$ cat src/rtl/blink_rate_meter.sv
// rtl/blink_rate_meter.sv - measures the half-period of an async square wave in prescaler ticks
module blink_rate_meter #(
  parameter int PRESCALE_W = 17,
  parameter int RATE_W     = 10
) (
  input  logic              clk,
  input  logic              rst,
  input  logic              i_blink_in,
  output logic [RATE_W-1:0] o_rate,
  output logic              o_rate_valid,
  output logic              o_locked,
  output logic              o_timeout
);

  localparam logic [RATE_W-1:0] RATE_MAX = '1;

  typedef enum logic {
    S_IDLE    = 1'b0,
    S_MEASURE = 1'b1
  } state_t;

  state_t r_state;
  state_t w_state_nxt;

  logic r_s1;
  logic r_s2;
  logic r_p;
  logic w_edge;

  logic [PRESCALE_W-1:0] r_presc;
  logic [RATE_W-1:0]     r_ticks;
  logic                  w_presc_full;
  logic [RATE_W-1:0]     w_value;

  logic w_ovf;
  logic w_meas;
  logic w_lock_new;
  logic w_fire;

  logic [RATE_W-1:0] r_rate;
  logic              r_rate_valid;
  logic              r_locked;
  logic              r_timeout;
  logic [RATE_W-1:0] r_prev_rate;
  logic              r_have_prev;
  logic              r_pend;
  logic [RATE_W-1:0] r_pend_rate;
  logic              r_pend_lock;

  always_ff @(posedge clk) begin
    if (rst) begin
      r_s1 <= 1'b0;
      r_s2 <= 1'b0;
      r_p  <= 1'b0;
    end else begin
      r_s1 <= i_blink_in;
      r_s2 <= r_s1;
      r_p  <= r_s2;
    end
  end

  assign w_edge       = r_s2 ^ r_p;
  assign w_presc_full = &r_presc;
  // Counting the pending wrap makes the reported value floor(N / 2^PRESCALE_W).
  assign w_value      = r_ticks + {{(RATE_W-1){1'b0}}, w_presc_full};

  always_ff @(posedge clk) begin
    if (rst || w_edge) begin
      r_presc <= '0;
      r_ticks <= '0;
    end else begin
      r_presc <= r_presc + {{(PRESCALE_W-1){1'b0}}, 1'b1};
      if (w_presc_full) begin
        r_ticks <= r_ticks + {{(RATE_W-1){1'b0}}, 1'b1};
      end
    end
  end

  always_ff @(posedge clk) begin
    if (rst) begin
      r_state <= S_IDLE;
    end else begin
      r_state <= w_state_nxt;
    end
  end

  // Overflow is checked before the edge so a coincident edge neither strobes nor arms.
  always_comb begin
    w_state_nxt = r_state;
    w_ovf       = 1'b0;
    w_meas      = 1'b0;
    case (r_state)
      S_IDLE: begin
        if (w_edge) begin
          w_state_nxt = S_MEASURE;
        end
      end
      S_MEASURE: begin
        if ((r_ticks == RATE_MAX) && w_presc_full) begin
          w_ovf       = 1'b1;
          w_state_nxt = S_IDLE;
        end else if (w_edge) begin
          w_meas = 1'b1;
        end
      end
      default: w_state_nxt = S_IDLE;
    endcase
  end

  assign w_lock_new = r_have_prev && (w_value == r_prev_rate);
  // A measurement landing while the strobe is high is held one cycle so strobes never abut.
  assign w_fire     = !r_rate_valid && (r_pend || w_meas);

  always_ff @(posedge clk) begin
    if (rst) begin
      r_rate       <= '0;
      r_rate_valid <= 1'b0;
      r_locked     <= 1'b0;
      r_timeout    <= 1'b0;
      r_prev_rate  <= '0;
      r_have_prev  <= 1'b0;
      r_pend       <= 1'b0;
      r_pend_rate  <= '0;
      r_pend_lock  <= 1'b0;
    end else begin
      r_rate_valid <= w_fire;
      if (w_meas) begin
        r_prev_rate <= w_value;
        r_have_prev <= 1'b1;
      end
      if (w_fire) begin
        r_timeout <= 1'b0;
        if (r_pend) begin
          r_rate   <= r_pend_rate;
          r_locked <= r_pend_lock;
        end else begin
          r_rate   <= w_value;
          r_locked <= w_lock_new;
        end
      end
      if (w_meas && (r_rate_valid || r_pend)) begin
        r_pend      <= 1'b1;
        r_pend_rate <= w_value;
        r_pend_lock <= w_lock_new;
      end else if (w_fire) begin
        r_pend <= 1'b0;
      end
      if (w_ovf) begin
        r_timeout   <= 1'b1;
        r_locked    <= 1'b0;
        r_have_prev <= 1'b0;
        r_pend      <= 1'b0;
      end
    end
  end

  assign o_rate       = r_rate;
  assign o_rate_valid = r_rate_valid;
  assign o_locked     = r_locked;
  assign o_timeout    = r_timeout;

endmodule

$ cat config.mk
export PLATFORM = sky130hd
export DESIGN_NAME = blink_rate_meter
export DESIGN_NICKNAME = d
export VERILOG_FILES = /design/src/rtl/blink_rate_meter.sv
export SDC_FILE = /design/constraint.sdc
export NUM_CORES = 1
export LEC_CHECK = 0
export ABC_AREA = 1
export CORE_MARGIN = 2
export CORE_UTILIZATION = 60
export DETAILED_ROUTE_END_ITERATION = 12
export GPL_ROUTABILITY_DRIVEN = 0
export PLACE_DENSITY = 0.8
export SYNTH_ARGS = -nofsm -noshare
export SYNTH_HDL_FRONTEND = slang
export SYNTH_SLANG_ARGS = --single-unit
$ cat constraint.sdc
create_clock -name clk -period 9.15 [get_ports clk]
set_input_delay 2.745 -clock clk [delete_from_list [all_inputs] [get_ports clk]]
set_output_delay 2.745 -clock clk [all_outputs]
set_load 0.05 [all_outputs]
======== Word-level counts from Yosys, hierarchy flattened ========
Index checks and enable logic that the tools add are counted.
storage, ports and cells
  bits in registers ....................... 67
  input port bits ......................... 3
  logic and storage cells ................. 46
cells by class
  add/subtract/negate cells ............... 3
  equal/unequal tests ..................... 2
  mux-type cells .......................... 12
  bitwise operators ....................... 2
  reduce and logical (&&, ||, !) cells .... 12
operators by type and width
  cell                                                              count
  17-bit by 1-bit adder with 17-bit output (second input constant)  1
  17-bit AND reduction                                              1
  10-bit by 1-bit adder with 10-bit output                          1
  10-bit by 1-bit adder with 10-bit output (second input constant)  1
  10-bit == test                                                    1
  10-bit == test (second input constant)                            1
  1-bit two-way mux                                                 10
  10-bit two-way mux                                                1
  1-bit logical AND                                                 4
  2-bit nonzero test                                                2
  1-bit logical OR                                                  3
  1-bit case mux with 2 select lines                                1
  2-bit OR reduction                                                1
  1-bit zero test                                                   1
  1-bit NOT                                                         1
  1-bit bitwise XOR                                                 1

======== Logic depth before layout (Yosys ltp) ========
Gate-level depths: netlist (run 1).
  word-level depth ........................ 8
  depth in mapped cells ................... 25
  mapped depth without buffers ............ 25

======== Worst setup path after synthesis (run 1) ========
No wires, ideal clock.
  path kind ............................... input to register
  start ................................... in rst
  end ..................................... reg r_presc[2]
  setup time .............................. 129 ps
  arrival time ............................ 3542 ps
  setup slack ............................. 5479 ps
  stages .................................. 5
  cells stage by stage .................... clkbuf_1 -> nor2_1 -> clkinv_1 -> clkbuf_1 -> nor3_1
between the ends
  cells in the longest elaborated chain, start to end .. 1
RTL lines
  item                  RTL line  RTL
  start, declared       7         input logic rst,
  1-bit logical OR      68        if (rst || w_edge) begin
  end signal, assigned  72        r_presc <= r_presc + {{(PRESCALE_W-1){1'b0}}, 1'b1};
  end, declared         30        logic [PRESCALE_W-1:0] r_presc;
No other way between the ends.
A chain may end at the register's enable or synchronous reset.

======== Final worst setup path (run 1) ========
  start ................................... in rst
  end ..................................... reg r_presc[5]
The elaborated chain is that of the path after synthesis.

==> results.ini, run 1 <==
[cts]
cts_tree = done
cts_setup_buffers = 0
clock_sinks = 67
clkTransAtPathRegs_ns = 0.07
numCtsBuffers = 9
cts.htree.levels = 3
cts.path.max_buffers = 2
cts_root_buffer = clkbuf_8
cts_hold_buffers = 0
post_cts_resized = 0
clock_latency_ns = 0.35

[timing]
min_period_ns = 4.68
tightest_slew_ns = 0.688
setup_viol = 0
rsz0062_at_grt = no
maxSlewHeadroom_pct = 53.9
max_freq_ghz = 0.214
finalMaxSlewViolations = 0
tns_ns = 0
hold_viol_final = 0
layout_setup_ws_ns = 4.47
whs_ns = 0.409
skew_ns = 0.00823
min_period_over_period_pct = 51.2

[critical_path]
start_kind = input port
endpoint_kind = register
worst_path_largest_cell_delay_ns = 0.65
worstSetupPathType = in2reg
path_cells = clkdlybuf4s50_1 > buf_4 > nor2_1 > clkinv_1 > a211oi_1
crit_arrival_ns = 4.94
crit_slowest_cell = clkinv_1
worstPathMaxFanout = 26
cp.required_ns = 9.41

[global_route]
grt_start_max_net_pins = 27
grtUsageTotal_pct = 24.0
grt_first_pass_wirelength_mm = 11.3
grt_overflow = 0
grt_antenna_before_repair = 0
grt_pass1_vias = 2635

[yosys]
syn-num-nets = 461
ys_seq_elements = 67
synth-edff-count = 0
synth_most_common_cell = nand2_1
yosys.area.top_type_share_pct = 42.9
ys_seq_area_share_pct = 42.9
yosysWarnings = 0
netlist_top_cells_count = nand2_1, dfxtp_1, inv_1, a21oi_1, nor2_1
post_synth_num_cell_types = 32
postSynthAreaPerCell_um2 = 6.89
synth_top_area_cell = dfxtp_1
synth_area_mm2 = 0.00312
synth.area.top_cells = dfxtp_1, nand2_1, a21oi_1
synthArstFlopShare_pct = 0
synth_cells = 453
ys.flop_type = dfxtp_1

[detailed_routing]
drt_iter0_drc = 196
vias_per_cell = 5.21
via_count = 2814
drt_pass1_iterations = 4
final_antenna_net_count = 0
drc = 0
finalWirelength_mm = 6.42
wl_per_cell_um = 11.9

[final_layout]
finish.instance_area_mm2 = 0.00349
diodes = 0
area_growth_pct = 11.8
instances_no_fill = 540
drive_gt1_share_pct = 6.81
nFillCells = 461
final_nets = 474
final_core_util_pct = 68.8

[outcome]
status = finished, final reports clean

[placed_design]
dp_hpwl_mm = 4.48
pre_cts_ws_ns = 4.13
portBuffers = 15
post_dp_cell_area_mm2 = 0.00330
dp.cells = 525

[power]
p_leak_nw = 1.39
design_power_total_mw = 0.564
ir_worst_vdd_uv = 120
power_density_mw_per_mm2 = 162

[floorplan]
core_mm2 = 0.00507
dieHeight_um = 76.1
io_pins = 16
start_util_pct = 61.5
row_count = 26
dieArea_mm2 = 0.00580
die_w_um = 76.1

[job]
max_cap_violations = 0

[worst_hold_path]
hp-class = reg2reg

[flip-flops by register name, summed over array words and instances, names as in the netlist, 10 cells and up]
register / flops
o_rate: 10
r_prev_rate: 10
r_ticks: 10
r_pend_rate: 10
r_presc: 17
[critical path, delay by kind of cell]
family	cells	cell delay, ns
and+or+nand+nor	1	0.57
AOI/OAI and AO/OA	1	0.36
buffers and inverters	3	1.26
[area by class of cell]
cell class	instances	area, um2	area share, %
multi-input combinational	318	1500	43.1
sequential	67	1340	38.4
inverter	53	200	5.73
timing repair buffer	17	165	4.73
clock buffer	13	159	4.55
tap	70	87.6	2.51
clock inverter	2	35.0	1.00
[per-layer routing]
metal | GRT usage (%) | routed length (um) | vias up
met4 | 12.0 | 110 | 0
met5 | 0 | 0 | -
met2 | 39.6 | 2930 | 49
li1 | - | - | 1474
met1 | 30.7 | 3040 | 1279
met3 | 3.91 | 331 | 12
[logic make-up after synthesis]
logic type	count (synthesis)	share of synthesized area, %
mux	1	0.321
compound gates	81	13.4
flops	67	42.9
buf+inv	68	8.89
fa+ha+maj	5	2.00
xor+xnor	2	0.561
simple gates	229	31.9
[cells in the final DEF (no fill, tap or decap), types with 2 or more instances in the layout]
| cell | Yosys | final |
|---|---|---|
| or2_2 | 3 | 3 |
| nand3_1 | 23 | 23 |
| nand2_4 | 3 | 3 |
| clkbuf_8 | 0 | 11 |
| ha_1 | 5 | 5 |
| o21ai_0 | 29 | 29 |
| nand2_2 | 4 | 4 |
| clkinv_2 | 1 | 2 |
| a21oi_1 | 46 | 46 |
| xor2_1 | 2 | 2 |
| a31oi_1 | 3 | 3 |
| nor2_1 | 45 | 45 |
| nand4_1 | 6 | 6 |
| a21oi_2 | 2 | 2 |
| nor3b_1 | 3 | 3 |
| nor2_4 | 2 | 2 |
| nor3_1 | 11 | 11 |
| nand2_1 | 125 | 125 |
| clkdlybuf4s50_1 | 0 | 15 |
| buf_4 | 0 | 2 |
| dfxtp_1 | 67 | 67 |
| inv_1 | 50 | 50 |
| clkbuf_1 | 7 | 2 |
[worst paths after layout]
path | slack (ns) | to | from | cells past startpoint
worst min register to register | 0.41 | r_s2 | r_s1 | 2
worst max register to register | 5.10 | o_locked | r_presc[0] | 23
worst min-delay path | 0.41 | r_s2 | r_s1 | 2
worst max-delay path | 4.47 | r_presc[5] | rst | 5
[power by group]
group	total [mW]	internal, mW	leakage [nW]	switching [mW]
Sequential	0.297	0.295	0.541	0.00181
Combinational	0.0192	0.00579	0.748	0.0134
Clock	0.248	0.139	0.0995	0.109
Total	0.564	0.440	1.39	0.124
Note: power is estimated with default switching activity, not from simulation.
==> run 2: changes to the inputs <==
CORE_UTILIZATION = 59   (was 60)
PLACE_DENSITY = 0.79   (was 0.8)
clock period = 4.8 ns   (was 9.15 ns; I/O delays follow)
==> run 2 against run 1 <==
Clock skew increased by 0.0037 ns. Hold slack improved by 0.0027 ns. Wire length is the same. Via count up 0.57%. Largest power group unchanged. Highest routed layer unchanged.
==> results.ini, run 2 (synthesis results as in run 1) <==
[final_layout]
final_cell_mix = nand2_1, dfxtp_1, inv_1
area_growth_pct = 13.1
nFillCells = 450
final_nets = 475
largest_register = r_presc
layout.cells.most_common = nand2_1
diodes = 0
drive_gt1_share_pct = 7.42
largest_reg_flops = 17
final_core_util_pct = 69.2

[timing]
tightest_slew_ns = 0.539
maxSlewHeadroom_pct = 64.0
min_period_ns = 3.98
layout_setup_ws_ns = 0.819
whs_ns = 0.412
rsz0062_at_grt = no
hold_viol_final = 0
tns_ns = 0
max_freq_ghz = 0.251
skew_ns = 0.0119
setup_viol = 0
finalMaxSlewViolations = 0
min_period_over_period_pct = 82.9

[worst_hold_path]
hp-class = reg2reg
holdPathStages = 2

[cts]
cts_hold_buffers = 0
cts_setup_buffers = 0
clock_sinks = 67
cts_tree = done
numCtsBuffers = 9
cts.path.max_buffers = 2
cts.htree.levels = 3
post_cts_resized = 0
clkTransAtPathRegs_ns = 0.07
clock_latency_ns = 0.35
cts_root_buffer = clkbuf_8

[power]
ir_worst_vdd_uv = 290
p_leak_nw = 1.41
power_density_mw_per_mm2 = 322

[outcome]
status = finished, final reports clean

[detailed_routing]
finalWirelength_mm = 6.42
vias_per_cell = 5.22
final_antenna_net_count = 0
wl_per_cell_um = 11.8
drt_iter0_drc = 182
drt_pass1_iterations = 4
drc = 0
via_count = 2830

[critical_path]
worstPathMaxFanout = 6
worst_path_largest_cell_delay_ns = 0.36
path_cells = ha_1 > nand2_1 > inv_1 > nand2_1 > nor2_1 > nand2_1 > nor2_1 > nand4_1 > nor3_1 > nor3b_1 > ha_1 > ha_1 > ha_1 > inv_1 > nor2_1 > nand3_1 > nand2_1 > inv_1 > nand2_1 > nand3_1 > nor2_1 > nand3_1 > a21oi_1
rr_worst_depth = 23
crit_slowest_cell = dfxtp_1
start_kind = register
worstSetupPathType = reg2reg
crit_arrival_ns = 4.25
endpoint_kind = register
worst_path_most_repeated_cell = nand2_1
cp.required_ns = 5.06

[global_route]
grtUsageTotal_pct = 24.1
grt_antenna_before_repair = 0
grt_first_pass_wirelength_mm = 11.6
grt_pass1_vias = 2695
grt_start_max_net_pins = 27
grt_overflow = 0

[floorplan]
dieArea_mm2 = 0.00589
io_pins = 16
row_count = 26
dieHeight_um = 76.8
die_w_um = 76.8
core_mm2 = 0.00511
start_util_pct = 61.1

[placed_design]
portBuffers = 15
pre_cts_ws_ns = 0.875
dp_hpwl_mm = 4.54

[job]
max_cap_violations = 0

-- run 2: area by class of cell --
type / count / area [um2] / share of cell area, %
clock buffers: 12 / 155 / 4.39
multi-input cells: 318 / 1500 / 42.6
clock inverters: 4 / 72.6 / 2.05
repair buffers: 18 / 173 / 4.89
inverters: 53 / 200 / 5.67
flip-flops and latches: 67 / 1340 / 38.0
well taps: 70 / 87.6 / 2.48
-- run 2: report_power, final --
part           internal (mW)  leakage [nW]  switching, mW
registers              0.562         0.541        0.00376
logic                 0.0118         0.753         0.0257
clock network          0.320         0.113          0.215
-- run 2: metal layers --
layer	vias to the layer above	GRT usage (%)	share of wire, %
li1	1474	-	-
met1	1302	31.6	49
met2	40	38.9	45
met3	14	3.41	3.6
met4	0	12.2	1.7
met5	-	0	0
-- run 2: worst paths after layout --
check	start	endpoint	slack [ns]
hold / removal	r_s1	r_s2	0.41
hold reg to reg	r_s1	r_s2	0.41
setup reg to reg	r_presc[0]	o_locked	0.82
setup / recovery	r_presc[0]	o_locked	0.82
-- run 2: critical path: cells and delay by family (launching register included) --
family                   cells  cell delay [ns]
AO/OA/AOI/OAI                1             0.17
adder cells (fa/ha/maj)      4             1.08
buffers and inverters        3             0.23
flip-flops                   1             0.36
AND/OR/NAND/NOR             15             2.06
-- run 2: per-stage QoR --
| stage | power (mW) | area [um2] | cells |
|---|---|---|---|
| global route | 1.17 | 3530 | 542 |
| finish | 1.14 | 3530 | 542 |
| CTS | 1.14 | 3530 | 542 |
| detailed placement | 0.616 | 3310 | 526 |
| floorplan | 0.606 | 3120 | 453 |
| global placement | 0.615 | 3310 | 526 |
==> run 3: changes to the inputs <==
clock period = 3.8 ns   (was 4.8 ns; I/O delays follow)
==> run 3 against run 2 <==
Critical path depth grew 1. Wire length is 7.3% higher. Sequential power rose by 26%. Die area stayed put. Maximum frequency rose by 14%. Clock power increased by 18%. Flip-flop and latch count stayed put. Combinational power increased by 26%. Clock-buffer cell count did not move. Final cell count rose by 0.74%. Register-to-register slack got worse by 0.53 ns. Via count rose by 2.0%. Critical endpoint is now r_pend_lock. Largest power group unchanged.
==> results.ini, run 3 (synthesis results as in run 1) <==
[cts]
cts_tree = done
clkTransAtPathRegs_ns = 0.07
clock_sinks = 67
cts_root_buffer = clkbuf_8
numCtsBuffers = 9
clock_latency_ns = 0.35
cts.path.max_buffers = 2
cts.htree.levels = 3

[final_layout]
layout.cells.most_common = nand2_1
diodes = 0
largest_reg_flops = 17
final_core_util_pct = 70.5
largest_register = r_presc
final_cell_mix = nand2_1, dfxtp_1, inv_1
final_nets = 479
drive_gt1_share_pct = 10.3
instances_no_fill = 546
area_growth_pct = 15.3

[global_route]
grt_antenna_before_repair = 0
grt_start_max_net_pins = 22
grt_first_pass_wirelength_mm = 11.7
grt_overflow = 0
grtUsageTotal_pct = 25.1
grt_pass1_vias = 2693

[critical_path]
crit_arrival_ns = 3.75
endpoint_kind = register
cp.required_ns = 4.05
worstSetupPathType = reg2reg
start_kind = register
worstPathMaxFanout = 11

[power]
ir_worst_vdd_uv = 321
sw_frac_of_total_pct = 22.5
p_leak_nw = 1.41
p_seq_share_pct = 51.3
power.clock.fraction_pct = 45.3
p_switching_mw = 0.314
design_power_total_mw = 1.39
intPower_mw = 1.08
power_density_mw_per_mm2 = 387
pwr-share-comb_pct = 3.4

[placed_design]
dp.cells = 527
dp_hpwl_mm = 4.81
pre_cts_ws_ns = -0.0947
portBuffers = 15

[floorplan]
row_count = 26
start_util_pct = 61.1
dieHeight_um = 76.8
io_pins = 16
die_w_um = 76.8
core_mm2 = 0.00511
dieArea_mm2 = 0.00589

[timing]
layout_setup_ws_ns = 0.293
skew_ns = 0.00522
hold_viol_final = 0
min_period_over_period_pct = 92.3
setup_viol = 0
maxSlewHeadroom_pct = 61.0
max_freq_ghz = 0.285
min_period_ns = 3.51
tightest_slew_ns = 0.584
finalMaxSlewViolations = 0

[worst_hold_path]
hp-class = reg2reg

[job]
max_cap_violations = 0

[detailed_routing]
vias_per_cell = 5.29
drt_pass1_iterations = 5
final_antenna_net_count = 0
drt_iter0_drc = 214
drc = 0
wl_per_cell_um = 12.6
finalWirelength_mm = 6.89
via_count = 2886

[outcome]
status = finished, final reports clean

-- run 3: stage by stage --
| step | hold WS (ns) | setup TNS [ns] | instance area (um2) |
|---|---|---|---|
| global placement | 0.398 | 0 | 3310 |
| finish | 0.415 | 0 | 3600 |
| floorplan | 0.388 | 0 | 3120 |
| global route | 0.448 | -0.234 | 3600 |
| CTS | 0.413 | 0 | 3540 |
| detailed placement | 0.402 | -0.134 | 3310 |
-- run 3: final timing paths --
path | slack [ns] | endpoint | startpoint | cells after the start
hold reg to reg | 0.41 | r_s2 | r_s1 | 2
hold / removal | 0.41 | r_s2 | r_s1 | 2
setup reg to reg | 0.29 | r_pend_lock | r_presc[0] | 24
setup / recovery | 0.29 | r_pend_lock | r_presc[0] | 24
-- run 3: power groups by stage --
stage	logic [mW]	clock network, mW	registers, mW
final	0.0475	0.631	0.715
after global routing	0.0547	0.661	0.715
after CTS	0.0472	0.634	0.715
after detailed placement	0.0467	0	0.731
after global placement	0.0461	0	0.730
after floorplan	0.0342	0	0.731
-- run 3: per-layer routing --
layer,global-route usage [%],up-vias,part of all wire [%]
li1,-,1488,-
met1,29.6,1341,44
met2,43.7,42,50
met3,4.94,15,3.7
met4,11.8,0,2.4
met5,0,-,0
-- run 3: layout make-up --
class | instances | area, um2
Fill cell | 433 | 1510
Multi-Input combinational cell | 318 | 1550
Clock inverter | 4 | 47.5
Timing Repair Buffer | 22 | 206
Inverter | 53 | 200
Sequential cell | 67 | 1340
Tap cell | 70 | 87.6
Clock buffer | 12 | 165
-- run 3: worst max-delay path: stages (launching register included) --
cell and delay (ns):
dfxtp_1 0.36, ha_1 0.18, nand2_1 0.06, inv_1 0.07, nand2_1 0.10, nor2_2 0.11
nand2_1 0.13, nor2_4 0.14, nand4_1 0.17, nor3_2 0.25, nor3b_2 0.23, ha_2 0.24
buf_4 0.14, nand2_2 0.07, clkinv_2 0.07, nand2_4 0.06, nor2_4 0.12, nand2_2 0.07
nor2_4 0.15, nand2_2 0.07, nand2_2 0.11, a21oi_1 0.08, buf_4 0.20, o21ai_0 0.17
nor2_1 0.06
-- run 3: repair_timing --
item / in CTS / in global routing
setup buffers: 0 / 3
hold buffers: 0 / 0
setup endpoints to repair: 3 / 19
cloned: 0 / 0
pin swaps: 0 / 2
resized for setup: 4 / 9
